### config.mk
export PLATFORM = sky130hd
export DESIGN_NAME = jogador_automatico
export DESIGN_NICKNAME = d
export VERILOG_FILES = /design/src/rtl/jogador_automatico.sv
export SDC_FILE = /design/constraint.sdc
export NUM_CORES = 1
export LEC_CHECK = 0
export CORE_MARGIN = 2
export CORE_UTILIZATION = 53
export DETAILED_ROUTE_END_ITERATION = 16
export PLACE_DENSITY_LB_ADDON = 0.2
export SLEW_MARGIN = 20
export SYNTH_ARGS = -nofsm -noshare
export SYNTH_HDL_FRONTEND = slang
export SYNTH_SLANG_ARGS = --single-unit
### constraint.sdc
create_clock -name clock -period 2.4 [get_ports clock]
set_input_delay 0.72 -clock clock [delete_from_list [all_inputs] [get_ports clock]]
set_output_delay 0.72 -clock clock [all_outputs]
set_load 0.01 [all_outputs]
### src/rtl/jogador_automatico.sv
// Autonomous memory-game player: captures the first flashed LED, then replays the
// accumulated sequence as timed button presses, appending an LFSR-chosen jogada each round.
module jogador_automatico #(
  parameter int HOLD        = 10,
  parameter int GAP         = 10,
  parameter int MAX_JOGADAS = 16
) (
  input  logic       clock,
  input  logic       reset,
  input  logic       habilitar,
  input  logic [3:0] leds,
  input  logic       pronto,
  output logic [3:0] botoes,
  output logic       jogando,
  output logic       fim,
  output logic [3:0] db_estado,
  output logic [3:0] db_indice,
  output logic [3:0] db_rodada
);

  localparam int TMAX = (HOLD > GAP) ? HOLD : GAP;
  localparam int TW   = $clog2(TMAX + 1);

  localparam logic [TW-1:0] CARGA_HOLD   = TW'(HOLD - 1);
  localparam logic [TW-1:0] CARGA_GAP    = TW'(GAP - 1);
  // The initial wait is one cycle longer than a normal gap.
  localparam logic [TW-1:0] CARGA_INICIO = TW'(GAP);
  localparam logic [3:0]    ULTIMA       = 4'(MAX_JOGADAS - 1);
  localparam logic [3:0]    SEMENTE      = 4'b1001;

  localparam logic [3:0] OCIOSO        = 4'd0;
  localparam logic [3:0] ESPERA_LED    = 4'd1;
  localparam logic [3:0] ESPERA_APAGA  = 4'd2;
  localparam logic [3:0] ESPERA_INICIO = 4'd3;
  localparam logic [3:0] PRESSIONA     = 4'd4;
  localparam logic [3:0] SOLTA         = 4'd5;
  localparam logic [3:0] NOVA          = 4'd6;
  localparam logic [3:0] SOLTA_NOVA    = 4'd7;
  localparam logic [3:0] FIM           = 4'd8;

  logic [3:0]    estado;
  logic [TW-1:0] timer;
  logic [3:0]    indice;
  logic [3:0]    rodada;
  logic [3:0]    lfsr;
  logic [3:0]    mem [16];

  logic [3:0] novo;
  logic       expirou;
  logic       leds_onehot;
  logic       em_jogo;
  logic       mem_we;
  logic [3:0] mem_addr;
  logic [3:0] mem_dado;

  assign novo        = 4'b0001 << lfsr[1:0];
  assign expirou     = (timer == '0);
  assign leds_onehot = (leds != 4'd0) && ((leds & (leds - 4'd1)) == 4'd0);
  assign em_jogo     = (estado >= ESPERA_INICIO) && (estado <= SOLTA_NOVA);

  always_ff @(posedge clock or negedge reset) begin
    if (!reset) begin
      estado <= OCIOSO;
      timer  <= '0;
      indice <= 4'd0;
      rodada <= 4'd0;
      lfsr   <= SEMENTE;
    end else if (pronto && em_jogo) begin
      estado <= FIM;
    end else begin
      case (estado)
        OCIOSO: begin
          if (habilitar) begin
            rodada <= 4'd0;
            indice <= 4'd0;
            lfsr   <= SEMENTE;
            estado <= ESPERA_LED;
          end
        end
        ESPERA_LED: begin
          if (leds_onehot) estado <= ESPERA_APAGA;
        end
        ESPERA_APAGA: begin
          if (leds == 4'd0) begin
            timer  <= CARGA_INICIO;
            estado <= ESPERA_INICIO;
          end
        end
        ESPERA_INICIO: begin
          if (expirou) begin
            indice <= 4'd0;
            timer  <= CARGA_HOLD;
            estado <= PRESSIONA;
          end else begin
            timer <= timer - TW'(1);
          end
        end
        PRESSIONA: begin
          if (expirou) begin
            timer  <= CARGA_GAP;
            estado <= SOLTA;
          end else begin
            timer <= timer - TW'(1);
          end
        end
        SOLTA: begin
          if (expirou) begin
            if (indice < rodada) begin
              indice <= indice + 4'd1;
              timer  <= CARGA_HOLD;
              estado <= PRESSIONA;
            end else if (rodada == ULTIMA) begin
              estado <= FIM;
            end else begin
              timer  <= CARGA_HOLD;
              estado <= NOVA;
            end
          end else begin
            timer <= timer - TW'(1);
          end
        end
        NOVA: begin
          if (expirou) begin
            lfsr   <= {lfsr[2:0], lfsr[3] ^ lfsr[2]};
            timer  <= CARGA_GAP;
            estado <= SOLTA_NOVA;
          end else begin
            timer <= timer - TW'(1);
          end
        end
        SOLTA_NOVA: begin
          if (expirou) begin
            rodada <= rodada + 4'd1;
            indice <= 4'd0;
            timer  <= CARGA_HOLD;
            estado <= PRESSIONA;
          end else begin
            timer <= timer - TW'(1);
          end
        end
        FIM: begin
          if (!habilitar) estado <= OCIOSO;
        end
        default: estado <= OCIOSO;
      endcase
    end
  end

  // The new jogada is stored only when NOVA completes without an abort.
  always_comb begin
    mem_we   = 1'b0;
    mem_addr = 4'd0;
    mem_dado = leds;
    if (estado == ESPERA_LED && leds_onehot) begin
      mem_we = 1'b1;
    end else if (estado == NOVA && expirou && !pronto) begin
      mem_we   = 1'b1;
      mem_addr = rodada + 4'd1;
      mem_dado = novo;
    end
  end

  always_ff @(posedge clock) begin
    if (mem_we) mem[mem_addr] <= mem_dado;
  end

  always_comb begin
    botoes = 4'd0;
    case (estado)
      PRESSIONA: botoes = mem[indice];
      NOVA:      botoes = novo;
      default:   botoes = 4'd0;
    endcase
  end

  assign jogando   = (estado >= PRESSIONA) && (estado <= SOLTA_NOVA);
  assign fim       = (estado == FIM);
  assign db_estado = estado;
  assign db_indice = indice;
  assign db_rodada = rodada;

endmodule

# Word-level counts from Yosys, hierarchy flattened

Memories as Yosys holds them, arrays and structs flattened.
Cells that the tools add are included.

Add/sub/neg operators: 4
Bitwise logic cells: 3
Equality and inequality tests: 25
Shifts and indexed selects: 1
Multiplexer cells: 37
Reduce and logical (&&, ||, !) cells: 24
Magnitude comparators: 4

Operator list:

| cell                | count |
|---|---|
| $mux 4              | 27 |
| $pmux 4 s8          | 1 |
| $pmux 4 s2          | 3 |
| $pmux 4 s3          | 2 |
| $ne 3x3->1 const B  | 6 |
| $eq 4x3->1 const B  | 4 |
| $logic_not 4->1     | 4 |
| $ne 2x2->1 const B  | 6 |
| $reduce_and 4->1    | 3 |
| $add 4x1->4 const B | 2 |
| $eq 4x2->1 const B  | 2 |
| $eq 4x4->1 const B  | 2 |
| $reduce_and 8->1    | 1 |
| $sub 4x1->4 const B | 2 |
| $logic_and 1x1->1   | 7 |
| $reduce_and 6->1    | 1 |
| $reduce_bool 3->1   | 2 |
| $and 4x4->4         | 1 |
| $eq 4x1->1 const B  | 1 |
| $ge 4x2->1 const B  | 1 |
| $ge 4x3->1 const B  | 1 |
| $le 4x3->1 const B  | 1 |
| $lt 4x4->1          | 1 |
| $mux 1              | 4 |
| other kinds (12)    | 13 |

Output and inout port bits: 18
Memories: 1
Word-level logic and storage cells: 104
Memory bits (writable): 64
Register bits after elaboration: 20

Memories:

| memory | depth | width | read ports | clocked after memory_dff | wr ports | RTL line | source |
|---|---|---|---|---|---|---|---|
| mem    | 16    | 4     | 1          | 0                        | 1        | 46       | `logic [3:0] mem [16];` |

# Longest topological paths before layout

Depth in word-level cells: 8
Depth in mapped cells: 7
Gate-level depth less buffers: 6

# Least setup slack after synthesis

No wires, ideal clock.

Kind: flip-flop to output port
Start point: register indice[0] (netlist: db_indice[0])
End point: output botoes[0]
Slack: -0.250 ns
Stages on the path, launching flop included: 8
Path buffers: 2
Arrival: 1.930 ns
Data required time: 1.680 ns
Cell sequence: dfrtp_1 buf_2 buf_2 mux4_2 mux2i_1 nor2_1 a21oi_1 o21ai_0

Word-level cells in the longest chain between the ends: 2

Ends and longest elaborated chain:

| what                   | RTL line | source |
|---|---|---|
| start, declared        | 43       | `logic [3:0] indice;` |
| start signal, assigned | 109      | `indice <= indice + 4'd1;` |
| $mem_v2 16x4           | -        |  |
| $pmux 4 s2             | 169      | `case (estado)` |
| end, declared          | 13       | `output logic [3:0] botoes,` |

No other way between the ends.

# Worst setup path in the final report

Start point: register indice[0] (netlist: db_indice[0])
End point: output botoes[1]

The elaborated chain is that of the path after synthesis.

==> reports/results.tsv <==
metric	value	unit
outcome	finished with violations	
violations	negative setup slack	
cts_buffer_depth	2	
relSlewSlack	64.99	%
required	1.68	ns
synth_edf_count	64	
final-setup-viol-count	4	
peakVddDrop	0.0005856	V
crit_chain	buf_12 > buf_4 > mux4_2 > mux2i_2 > o22a_1 > o21ai_1 > buf_2	
synth_area_leader_cell	edfxtp_1	
cts_buffers	9	
ys.flop_type	edfxtp_1	
synth-async-reset-ratio	23.81	%
syn_area_per_cell	13.28	µm²
fin_skew	0.01015	ns
r2r_cells	7	
min_to	lfsr[2]$_DFFE_PN0P_	
portBuffers	25	
htreeDepth	3	
netlist.area_leader.share	47.44	%
crit_path_max_incr_delay	0.50	ns
cts_tree	done	
critPathCaptureType	output pin	
rr_startpoint	db_indice[1]$_DFFE_PN0P_	
crit_arrival	2.16	ns
critPathLaunchType	register	
max_freq	0.3472	GHz
diodes	0	
dp_slack	-0.3617	ns
globalplace.congestion	0.8221	
hp-start	lfsr[2]$_DFFE_PN0P_	
vias	2944	
worst_path_dominant_cell_family	multiplexers	
drt-total-wl	9.589	mm
cap_violations	0	
yosysWarningCount	0	
die_h	91.43	µm
start_util	55.27	%
crit_start	db_indice[0]$_DFFE_PN0P_	
rows	31	
power_density	876.0	nW/µm²
fp.dieW	91.43	µm
power.total	4.662	mW
fin_util	72.61	%
seq_area_frac_synth	59.85	%
synth_seq_cells	84	
post-route-period-util	120.0	%
fin_cells	507	
clock_sinks	84	
drt-vias-per-instance	5.807	
final_antenna_net_count	0	
nets	416	
synth_cell_type_count	52	
drtIter0Drc	253	
hold_viol_final	0	
grt_pass1_vias	2881	
grt_max_degree	21	
slowest_stage	mux4_2	
grt_antenna_before_repair	0	
hpwl	6.715	mm
crit-reg2reg-capture	db_indice[1]$_DFFE_PN0P_	
core-area	7331	µm²
path_buf_inv	3	
syn_area	4051	µm²
worstHoldPathCells	2	
yosys-top-cells-area	edfxtp_1 (47%), dfrtp_1 (11%), mux4_2 (8.9%), mux2i_1 (2.5%), nor2_1 (2.2%)	
synthCells	305	
grt_pass1_wl	14.97	mm
clk_latency	0.36	ns
dr.pass1.iters	5	
worst-path-max-fanout	6	
tightest_slew	0.5213	ns
r2r_slack	0.03	ns
syn_to_final_growth	31.38	%
wl_per_cell	18.91	µm
fin_ws	-0.4801	ns
grt_use_total	24.04	%
critPathKind	reg -> out	
synth_nets	318	
drc	0	
drive_gt1_share	32.84	%
die_area	8359	µm²
slew_violations	0	
placedCellCount	481	
rsz0062_at_grt	true	
clkSlewWorstSetupHoldPaths	0.09	ns
grt_overflow	0	
io_pins	26	
cts_root_buf	clkbuf_8	
p_leak	1.989	nW
period_needed	2.880	ns
hp-class	reg -> reg	
fillerInstances	467	
[how the worst max path moves through the flow]
| stage | endpoint | slack (ns) | depth (start not counted) |
|---|---|---|---|
| global route | botoes[1] | -0.55 | 7 |
| detailed placement | botoes[2] | -0.36 | 6 |
| global placement | timer[0]$_DFFE_PN0P_ | -0.33 | 7 |
| floorplan | botoes[0] | 0.006 | 7 |
| finish | botoes[1] | -0.48 | 7 |
| CTS | botoes[2] | -0.44 | 7 |
[registers in the layout, indices dropped and copies added, names as in the netlist]
register,cells
db_estado,4
db_indice,4
db_rodada,4
lfsr,4
mem,64
timer,4
[per-stage QoR]
step | TNS [ns] | instance area (µm²) | hold WS, ns
after floorplan | 0 | 4066 | 0.4244
after global placement | -11.07 | 4942 | 0.5536
after CTS | -1.695 | 5233 | 0.5855
after detailed placement | -17.64 | 4942 | 0.5717
after global routing | -2.127 | 5323 | 0.6191
final | -1.736 | 5323 | 0.5772
[tightest hold or removal path: stages, from the launching register on]
cell	delay (ns)
dfrtp_1	0.40
inv_1	0.07
mux2i_1	0.07
[synth_stat cells, types with 3 or more instances]
cell type	count
a22o_1	3
o21ai_0	15
clkbuf_1	7
mux2_2	6
inv_1	10
mux4_2	16
a21oi_1	11
and2_1	5
nor2_1	24
or3_1	4
nor2b_1	3
xnor2_1	3
a211oi_1	3
nor3_1	7
a21o_1	4
buf_2	5
nand2_1	21
and3_1	5
dfrtp_1	18
edfxtp_1	64
ha_1	5
nand3_1	10
nand2b_1	7
mux2i_1	10
or4_1	3
o22a_1	3
[cells by family (layout without fill, tap and decap cells)]
kind of cell,after synthesis,after routing,share of synthesized area (%)
AOI/OAI and AO/OA,56,56,9.018
xor gates and xnor gates,4,4,0.8649
adders and majority gates,5,5,1.544
buffers and inverters,22,125,2.193
DFF,84,84,59.85
muxes,33,33,13.31
and+or+nand+nor,101,101,13.22
[cells in the final DEF (no fill, tap or decap), types with 4 or more instances in the layout]
cell type / instances
o21ai_1: 5
nor2_1: 24
and3_1: 5
buf_2: 4
mux2_2: 4
mux2i_1: 5
clkbuf_8: 9
o21ai_0: 11
nand3_1: 10
buf_4: 62
and2_1: 5
nand2b_1: 6
a21o_1: 4
nor3_1: 6
ha_1: 4
buf_12: 9
dfrtp_1: 17
mux2i_2: 4
nand2_1: 21
clkdlybuf4s50_1: 20
edfxtp_1: 64
inv_1: 10
or3_1: 4
mux4_2: 16
a21oi_1: 10
[layer usage]
metal	vias to the layer above	global-route usage (%)	share of wire, %
met2	98	37.07	47
met5	-	0	0
li1	1377	-	-
met1	1446	32.92	45
met3	23	4.979	5.2
met4	0	11.24	3.2
[area by class of cell]
class                      instances  area, µm²  share of cell area (%)
clock buffer                       9      123.9                   2.327
multi-input combinational        199       1623                   30.49
tap                               99      123.9                   2.327
timing repair buffer              99      904.6                   17.00
inverter                          10      37.54                  0.7052
clock inverter                     7      83.83                   1.575
sequential                        84       2426                   45.58
[where the power goes]
group | switching (mW) | leakage, nW | internal, mW
Sequential | 0.102 | 0.834 | 1.66
Clock | 0.558 | 0.108 | 0.501
Combinational | 0.865 | 1.05 | 0.975
Total | 1.52 | 1.99 | 3.14
[what timing repair did]
action                                  CTS  global route
endpoints found under the setup margin    8            46
pin swaps                                 2             8
gates resized for setup                  26            17
hold buffers                              0             0
buffers inserted                          7             5
(Power assumes the default switching activity.)
